--- src/rtl/rst_seq_ctrl.sv ---
// PLL-lock monitor and staged reset sequencer in the clk_50m domain.
// Releases N_DOM domain resets one at a time once the unmasked PLL locks have been stable for LOCK_STABLE cycles.
module rst_seq_ctrl #(
  parameter int N_PLL       = 3,
  parameter int N_DOM       = 4,
  parameter int LOCK_STABLE = 1024,
  parameter int STAGE_GAP   = 16,
  parameter int HOLD_CYCLES = 256,
  parameter int CNT_W       = 8
) (
  input  logic             clk_50m,
  input  logic             glb_rst_n,
  input  logic [N_PLL-1:0] i_pll_lock,
  input  logic [N_PLL-1:0] i_lock_mask,
  input  logic             i_soft_rst,
  input  logic             i_fault_clr,
  output logic [N_DOM-1:0] o_dom_rst_n,
  output logic             o_all_rst_n,
  output logic [N_PLL-1:0] o_lock_sync,
  output logic [2:0]       o_state,
  output logic [CNT_W-1:0] o_loss_cnt,
  output logic             o_fault
);

  typedef enum logic [2:0] {
    ST_WAIT_LOCK = 3'd0,
    ST_STABLE    = 3'd1,
    ST_RELEASE   = 3'd2,
    ST_RUN       = 3'd3,
    ST_FAULT     = 3'd4
  } state_t;

  // One timer is shared by the stable, stage-gap and hold phases; it is sized for the longest one.
  localparam int CNT_MAX_A = (LOCK_STABLE > STAGE_GAP) ? LOCK_STABLE : STAGE_GAP;
  localparam int CNT_MAX   = (CNT_MAX_A > HOLD_CYCLES) ? CNT_MAX_A : HOLD_CYCLES;
  localparam int TW        = $clog2(CNT_MAX);
  localparam int IW        = (N_DOM > 1) ? $clog2(N_DOM) : 1;

  localparam logic [TW-1:0]    STABLE_LAST = TW'(LOCK_STABLE - 1);
  localparam logic [TW-1:0]    GAP_LAST    = TW'(STAGE_GAP - 1);
  localparam logic [TW-1:0]    HOLD_LAST   = TW'(HOLD_CYCLES - 1);
  localparam logic [IW-1:0]    IDX_LAST    = IW'(N_DOM - 1);
  localparam logic [CNT_W-1:0] LOSS_MAX    = '1;

  state_t           state;
  logic [TW-1:0]    tmr;
  logic [IW-1:0]    idx;
  logic [N_PLL-1:0] lock_meta;
  logic             elock;

  assign o_state = state;
  // The mask bypasses the synchroniser, so masking a dropped lock in time hides the loss.
  assign elock   = &(o_lock_sync | i_lock_mask);

  always_ff @(posedge clk_50m) begin
    if (!glb_rst_n) begin
      state       <= ST_WAIT_LOCK;
      tmr         <= '0;
      idx         <= '0;
      lock_meta   <= '0;
      o_lock_sync <= '0;
      o_dom_rst_n <= '0;
      o_all_rst_n <= 1'b0;
      o_loss_cnt  <= '0;
      o_fault     <= 1'b0;
    end else begin
      lock_meta   <= i_pll_lock;
      o_lock_sync <= lock_meta;
      // A loss later in this block overrides the clear.
      if (i_fault_clr) o_fault <= 1'b0;

      case (state)
        ST_WAIT_LOCK: begin
          if (elock && !i_soft_rst) begin
            state <= ST_STABLE;
            tmr   <= '0;
          end
        end

        ST_STABLE: begin
          if (i_soft_rst) begin
            state <= ST_FAULT;
            tmr   <= '0;
          end else if (!elock) begin
            state <= ST_WAIT_LOCK;
          end else if (tmr == STABLE_LAST) begin
            state <= ST_RELEASE;
            tmr   <= '0;
            idx   <= '0;
          end else begin
            tmr <= tmr + 1'b1;
          end
        end

        ST_RELEASE, ST_RUN: begin
          if (!elock || i_soft_rst) begin
            state       <= ST_FAULT;
            tmr         <= '0;
            o_dom_rst_n <= '0;
            o_all_rst_n <= 1'b0;
            if (!elock) begin
              o_fault <= 1'b1;
              if (o_loss_cnt != LOSS_MAX) o_loss_cnt <= o_loss_cnt + 1'b1;
            end
          end else if (state == ST_RELEASE) begin
            if (tmr == GAP_LAST) begin
              o_dom_rst_n[idx] <= 1'b1;
              tmr              <= '0;
              if (idx == IDX_LAST) begin
                state       <= ST_RUN;
                o_all_rst_n <= 1'b1;
              end else begin
                idx <= idx + 1'b1;
              end
            end else begin
              tmr <= tmr + 1'b1;
            end
          end
        end

        ST_FAULT: begin
          if (i_soft_rst) begin
            tmr <= '0;
          end else if (tmr == HOLD_LAST) begin
            state <= ST_WAIT_LOCK;
          end else begin
            tmr <= tmr + 1'b1;
          end
        end

        default: state <= ST_WAIT_LOCK;
      endcase
    end
  end

endmodule

--- config.mk ---
export PLATFORM = sky130hd
export DESIGN_NAME = rst_seq_ctrl
export DESIGN_NICKNAME = d
export VERILOG_FILES = /design/src/rtl/rst_seq_ctrl.sv
export SDC_FILE = /design/constraint.sdc
export NUM_CORES = 1
export LEC_CHECK = 0
export ABC_AREA = 1
export ABC_CLOCK_PERIOD_IN_PS = 2300
export CORE_MARGIN = 5
export CORE_UTILIZATION = 50
export CTS_CLUSTER_DIAMETER = 100
export DETAILED_ROUTE_END_ITERATION = 6
export DONT_BUFFER_PORTS = 1
export GPL_ROUTABILITY_DRIVEN = 0
export SLEW_MARGIN = 40
export SYNTH_ARGS = -nofsm -noshare
export SYNTH_HDL_FRONTEND = slang
export SYNTH_SLANG_ARGS = --single-unit
--- constraint.sdc ---
create_clock -name clk_50m -period 2.3 [get_ports clk_50m]
set_clock_uncertainty 0.15 [all_clocks]
set_input_delay 0.46 -clock clk_50m [delete_from_list [all_inputs] [get_ports clk_50m]]
set_output_delay 0.46 -clock clk_50m [all_outputs]
set_load 0.01 [all_outputs]
==> results.cfg, run 1 <==
[detailed_routing]
drcViolationCount = 0
vias = 1821
wl_um = 4310
drtAntennaViolNets = 0
avgViaCountPerCell = 5.09
drt_iter0_drc = 103
firstDrtPassIters = 4
wire_per_inst_um = 12.0

[worst_setup_path]
cp.arrival_ns = 1.93
path_class = flop to flop
cp.required_ns = 2.33
end_kind = flop
start_kind = flop
path_cells = ha_1, nand2_2, nor2_4, nand4_1, nand3_2, nand3_1, nor2_2, nand2_1, nand2_1, nor2_1
worst_path_largest_cell_delay_ns = 0.40
cpMaxStageDelayCell = dfxtp_1
cp_num_buf_inv = 0
critical_path.max_fanout = 6
crit_family = simple AND/OR/NAND/NOR gates
crit_top_cell = nand2_1

[placement]
hpwl_um = 3200
dp_cells = 352
place_area_um2 = 2030
port_buffers = 0

[job]
maxCapViolCount = 0

[floorplanning]
die_y_um = 73.1
die_width_um = 73.1
start_util = 0.505
rows = 23
coreArea_um2 = 3940
dieArea_um2 = 5340
ios = 30

[clock_network]
insertion_delay_ns = 0.28
cts_made_buffers = 5
cts_tree = built
clock-sinks = 35
root_buffer = clkbuf_8
ctsResizeCount = 0
h-tree-depth = 2
post-cts-setup-buffers = 0
path_clk_slew_ns = 0.07
clk_path_buf_depth = 2
cts_hold_buf = 0

[synth]
syn_nets = 323
syn_inst = 307
synth.avg_cell_area_um2 = 6.48
synth_seq_cells = 35
synth_top_area_frac = 0.352
synth_area_leaders = dfxtp_1 35%, nand2_1 16%, inv_1 8.5%, nor2_1 7.0%, a21oi_1 6.3%
yosysUniqueCellTypes = 26
ys_seq_area_frac = 0.352
synth_top_cell_by_area = dfxtp_1
synth_area_um2 = 1990
ys.warnings.count = 0

[sta]
slew_headroom = 0.727
setup_violations = 0
final.min_clock_period_ns = 1.91
rsz0062_at_grt = no
fmax_mhz = 525
fin_hold_ws_ns = 0.123
finalMaxSlewViolations = 0
hold_viol = 0
worst_pin_slew_ns = 0.410
period_share = 0.828
tns_ns = 0

[grt]
track_usage = 0.171
grt_overflow_total = 0
antenna_found_initial = 0
grt_max_degree = 22
grt_pass1_vias = 1565
grt_pass1_wl_um = 7130

[layout]
syn2layout_area_growth_pct = 5.41
fin_cells = 358
final_cell_mix = 83 x nand2_1, 45 x inv_1, 37 x nor2_1
fin_area_um2 = 2100
drive_gt1_frac = 0.0812
nets = 325
final_common_cell = nand2_1
antenna_cells = 0

[status]
status = finished, final reports clean

[pwr]
peakVddDrop_mv = 0.492
leakagePower_nw = 0.939
powerDensity_nw_per_um2 = 887

[min_path]
holdCritPathClass = input pin to flop
## synthesized netlist by cell type
cell      number
inv_1         45
nor3_1         7
nor2_4         2
o21ai_0        7
buf_2          1
o22ai_1        1
nor2_2         4
nand3_1       22
buf_6          1
ha_1           6
nand3b_1       1
dfxtp_1       35
o21ai_1        4
mux2i_1        1
a21oi_1       25
nand3_2        6
nor3_2         1
buf_4          1
inv_2          2
o211ai_2       1
nand4_1        6
clkbuf_1       3
nand2_2        3
nand2_1       83
xor2_1         2
nor2_1        37
## per-layer routing
metal / global-route usage / vias up / wire length [um]
li1: - / 969 / -
met1: 0.222 / 803 / 2020
met2: 0.263 / 44 / 1950
met3: 0.0551 / 5 / 294
met4: 0.0615 / 0 / 42
met5: 0 / - / 0
## cell type report
cell class                 instances  area [um2]
sequential                        35         701
timing repair buffer               1        7.51
multi-input combinational        219        1080
clock buffer                       6        72.6
tap                               50        62.6
inverter                          47         176
fill                             412        1840
## cell families (layout without fill, tap and decap cells)
| logic type | Yosys count | in the layout | share of synthesized area |
|---|---|---|---|
| flops | 35 | 35 | 0.352 |
| xor+xnor | 2 | 2 | 0.00880 |
| fa+ha+maj | 6 | 6 | 0.0377 |
| compound gates | 38 | 38 | 0.0999 |
| simple gates | 172 | 172 | 0.390 |
| buf+inv | 53 | 54 | 0.106 |
| mux | 1 | 1 | 0.00503 |
## flip-flops by register name, summed over array words and instances (netlist names)
signal,flops
o_fault,1
o_lock_sync,3
o_loss_cnt,8
idx,2
o_all_rst_n,1
o_state,3
lock_meta,3
o_dom_rst_n,4
tmr,10
## final timing paths
check                   endpoint    startpoint  slack [ns]  depth (start not counted)
setup / recovery      o_state[0]        tmr[0]        0.39                         10
setup reg to reg      o_state[0]        tmr[0]        0.39                         10
hold reg to reg   o_lock_sync[2]  lock_meta[2]        0.26                          2
hold / removal      lock_meta[1]     glb_rst_n        0.12                          2
## power breakdown
part	internal (W)	switching, W	leakage, nW
Sequential	0.000669	0.0000894	0.284
Combinational	0.000214	0.000485	0.618
Clock	0.000202	0.000203	0.0371
Total	0.00108	0.000777	0.939
## metrics by stage
| step | utilization | total power, W | setup slack [ns] |
|---|---|---|---|
| after floorplan | - | 0.00135 | 0.671 |
| after global placement | 0.514 | 0.00148 | 0.386 |
| after detailed placement | 0.514 | 0.00147 | 0.404 |
| after CTS | 0.532 | 0.00188 | 0.377 |
| after global routing | 0.532 | 0.00201 | 0.247 |
| final | 0.532 | 0.00186 | 0.395 |
(Power assumes the default switching activity.)
==> run 2: changes to the inputs <==
- ABC_CLOCK_PERIOD_IN_PS: 2300 -> 1900
- clock period: 2.3 -> 1.9 ns (I/O delays scaled with it)
==> results.cfg, run 2 (synthesis results as in run 1) <==
[status]
status = finished, final reports clean

[pwr]
peakVddDrop_mv = 0.556
leakagePower_nw = 1.00
powerDensity_nw_per_um2 = 1100

[sta]
tns_ns = 0
fin_hold_ws_ns = 0.0412
finalMaxSlewViolations = 0
final.min_clock_period_ns = 1.81
slew_headroom = 0.711
worst_pin_slew_ns = 0.433
period_share = 0.951
hold_viol = 0
fmax_mhz = 554
setup_violations = 0
rsz0062_at_grt = yes

[clock_network]
insertion_delay_ns = 0.29
path_clk_slew_ns = 0.07
cts_tree = built
cts_hold_buf = 0
clock-sinks = 35
cts_made_buffers = 5
h-tree-depth = 2
clk_path_buf_depth = 2
root_buffer = clkbuf_8

[min_path]
hold_depth = 2
worstHoldEndpoint = o_lock_sync[2]
hold_start = glb_rst_n
holdCritPathClass = input pin to flop

[floorplanning]
rows = 23
ios = 30
coreArea_um2 = 3940
dieArea_um2 = 5340
start_util = 0.505
die_y_um = 73.1
die_width_um = 73.1

[layout]
final_cell_mix = 83 x nand2_1, 44 x inv_1, 36 x nor2_1
top_regs = tmr x10, o_loss_cnt x8, o_dom_rst_n x4
n_fill_cell = 391
antenna_cells = 0
largest_reg_flops = 10
fin_area_um2 = 2250
regArea_um2 = 704
final_common_cell = nand2_1
nets = 336
drive_gt1_frac = 0.134
fin_cells = 371
multi_input_area_um2 = 1120
syn2layout_area_growth_pct = 13.1
regMostFlops = tmr

[grt]
antenna_found_initial = 0
grt_pass1_vias = 1717
track_usage = 0.174
grt_pass1_wl_um = 7330
grt_overflow_total = 0
grt_max_degree = 22

[worst_setup_path]
worstRegToRegCells = 10
end_kind = flop
cp.required_ns = 1.93
r2r_end = o_state[0]
start_kind = flop
critical_path.max_fanout = 5
cp.arrival_ns = 1.84
path_class = flop to flop
rr_startpoint = tmr[1]
regToRegSetupSlack_ns = 0.09

[detailed_routing]
drtAntennaViolNets = 0
firstDrtPassIters = 4
avgViaCountPerCell = 5.13
drcViolationCount = 0
wl_um = 4480
drt_iter0_drc = 99
vias = 1903
wire_per_inst_um = 12.1

[job]
maxCapViolCount = 0

[placement]
hpwl_um = 3240
dp_cells = 361
port_buffers = 0
place_area_um2 = 2090
==> run 2: cell type report <==
| cell class | count | area share |
|---|---|---|
| multi-input combinational | 220 | 0.500 |
| clock buffer | 8 | 0.0445 |
| tap | 50 | 0.0278 |
| sequential | 35 | 0.313 |
| timing repair buffer | 11 | 0.0367 |
| inverter | 47 | 0.0784 |
==> run 2: timing repair <==
item	4_1_cts	5_1_grt
endpoints found under the setup margin	0	17
resized for setup	0	10
buffers inserted	0	1
hold endpoints to repair	0	0
==> run 2: routing by layer <==
metal,track usage,vias up,routed length (um)
met5,0,-,0
met3,0.0565,6,299
met2,0.279,49,2080
met1,0.217,852,2040
li1,-,996,-
met4,0.0635,0,60
==> run 2: worst max-delay path: stages, from the launching register on <==
cell and delay (ns):
dfxtp_1 0.38, ha_4 0.16, nand2_2 0.07, nor2_4 0.17
nand4_1 0.16, nand3_2 0.16, nand3_1 0.09, nor2_2 0.18
nand2_1 0.07, nand2_1 0.06, nor2_1 0.03
==> run 2: how the worst max path moves through the flow <==
stage	from	end	slack [ns]	cells past startpoint
2_1_floorplan	tmr[0]	o_state[0]	0.27	10
3_3_place_gp	tmr[0]	o_state[1]	0.11	10
3_5_place_dp	tmr[0]	tmr[9]	0.06	10
4_1_cts	tmr[0]	tmr[9]	0.04	10
5_1_grt	o_state[1]	idx[0]	-0.02	8
6_report	tmr[1]	o_state[0]	0.09	10
==> run 2: metrics by stage <==
stage / worst slack [ns] / utilization / total power [W]
after global placement: 0.111 / 0.531 / 0.00183
after CTS: 0.0431 / 0.556 / 0.00243
after floorplan: 0.271 / - / 0.00163
after detailed placement: 0.0642 / 0.531 / 0.00182
after global routing: -0.0234 / 0.571 / 0.00266
final: 0.0935 / 0.571 / 0.00248
==> run 2: power by group <==
part	total, W	switching, W	internal [W]	leakage, nW
Sequential	0.000894	0.0000818	0.000812	0.285
Combinational	0.00100	0.000669	0.000333	0.665
Clock	0.000587	0.000257	0.000331	0.0515
==> run 3: changes to the inputs <==
--- a/config.mk
+++ b/config.mk
@@ -7,5 +7,5 @@
 export LEC_CHECK = 0
 export ABC_AREA = 1
-export ABC_CLOCK_PERIOD_IN_PS = 1900
+export ABC_CLOCK_PERIOD_IN_PS = 1960
 export CORE_MARGIN = 5
 export CORE_UTILIZATION = 50
==> constraint.sdc (replaced) <==
create_clock -name clk_50m -period 1.96 [get_ports clk_50m]
set_clock_uncertainty 0.15 [all_clocks]
set_input_delay 0.392 -clock clk_50m [delete_from_list [all_inputs] [get_ports clk_50m]]
set_output_delay 0.392 -clock clk_50m [all_outputs]
set_load 0.1 [all_outputs]
==> results.cfg, run 3 (synthesis results as in run 1) <==
[worst_setup_path]
end_kind = flop
worst_path_largest_cell_delay_ns = 0.38
path_cells = ha_1, nand2_2, nor2_4, nand4_1, nand3_2, nand3_1, nor2_4, nand2_1, nand2_1, nor2_1
start_kind = flop
cp.arrival_ns = 1.86
cpMaxStageDelayCell = dfxtp_1
crit_family = simple AND/OR/NAND/NOR gates
critical_path.max_fanout = 6
cp.required_ns = 1.99
path_class = flop to flop
cp_num_buf_inv = 0

[floorplanning]
ios = 30
die_y_um = 73.1
dieArea_um2 = 5340
start_util = 0.505
rows = 23
coreArea_um2 = 3940
die_width_um = 73.1

[grt]
grt_pass1_wl_um = 7790
grt_pass1_vias = 1833
grt_max_degree = 22
grt_overflow_total = 0
antenna_found_initial = 0
track_usage = 0.182

[sta]
final.min_clock_period_ns = 1.82
hold_viol = 0
worst_pin_slew_ns = 0.406
period_share = 0.930
finalMaxSlewViolations = 0
fmax_mhz = 548
rsz0062_at_grt = yes
final.setup.worst_slack_ns = 0.136
setup_violations = 0
slew_headroom = 0.729
tns_ns = 0

[pwr]
switchingPower_w = 0.00127
power.share.switching = 0.482
peakVddDrop_mv = 1.09
p_clk_frac = 0.189
pwr-share-comb = 0.483
p_int_w = 0.00136
seqPwrFrac = 0.329
powerDensity_nw_per_um2 = 1150
leakagePower_nw = 1.06

[layout]
top_regs = tmr x10, o_loss_cnt x8, o_dom_rst_n x4
final_common_cell = nand2_1
final_cell_mix = 83 x nand2_1, 45 x inv_1, 36 x nor2_1
syn2layout_area_growth_pct = 15.0
nets = 346
antenna_cells = 0
regMostFlops = tmr
fin_cells = 381
largest_reg_flops = 10
final_util = 0.580
drive_gt1_frac = 0.184

[status]
status = finished, final reports clean

[detailed_routing]
met2_length_um = 1850
wl_met3_um = 245
maxUsedRoutingLayer = met4
avgViaCountPerCell = 4.96
wl_um = 4300
drtAntennaViolNets = 0
drt_iter0_drc = 81
vias = 1888
drcViolationCount = 0
wire_per_inst_um = 11.3
m1WireLength_um = 2150
firstDrtPassIters = 5

[placement]
hpwl_um = 3310
dp_cells = 373
port_buffers = 0
dp_slack_ns = 0.136

[clock_network]
cts_made_buffers = 5
cts_tree = built
root_buffer = clkbuf_8
h-tree-depth = 2
clock-sinks = 35
clk_path_buf_depth = 2
insertion_delay_ns = 0.28
cts_hold_buf = 0
path_clk_slew_ns = 0.07

[job]
maxCapViolCount = 0

[min_path]
holdCritPathClass = input pin to flop
==> run 3: cell count changes in the layout (fill, tap and decap cells not counted), sizes merged <==
cell and delta:
buf +11, clkbuf -1, clkinv +1, nor2 -1
==> run 3: area by class of cell <==
type                    instances  area (um2)
clock buffers                   7        76.3
clock inverters                 1        5.00
fillers                       404        1650
inverters                      47         176
multi-input cells             219        1090
flip-flops and latches         35         717
well taps                      50        62.6
repair buffers                 22         165
==> run 3: worst paths after layout <==
path	end	cells past startpoint	slack (ns)	startpoint
hold reg to reg	o_lock_sync[0]	2	0.26	lock_meta[0]
setup reg to reg	o_state[1]	10	0.14	tmr[1]
setup / recovery	o_state[1]	10	0.14	tmr[1]
hold / removal	lock_meta[1]	2	0.05	i_pll_lock[1]
==> run 3: per-stage QoR <==
stage / total power (W) / cell area, um2 / hold WS, ns
after global placement: 0.00213 / 2200 / 0.242
after CTS: 0.00263 / 2280 / 0.0459
after detailed placement: 0.00213 / 2200 / 0.249
after floorplan: 0.00191 / 2010 / 0.240
final: 0.00263 / 2290 / 0.0527
after global routing: 0.00283 / 2290 / 0.0419
==> run 3: per-layer routing <==
layer  up-vias  track usage
met5         -            0
li1       1016            -
met3         5       0.0468
met4         0       0.0553
met1       828        0.238
met2        39        0.294
==> run 3: timing repair <==
| action | CTS | global route |
|---|---|---|
| endpoints found under the setup margin | 0 | 9 |
| setup buffers | 0 | 0 |
| resized for setup | 0 | 3 |
==> run 3: power groups by stage <==
stage               clock network, W  logic [W]  registers [W]
floorplan                          0   0.000696        0.00122
global placement                   0    0.00126       0.000878
detailed placement                 0    0.00125       0.000879
CTS                         0.000508    0.00126       0.000864
global route                0.000548    0.00141       0.000875
finish                      0.000497    0.00127       0.000864
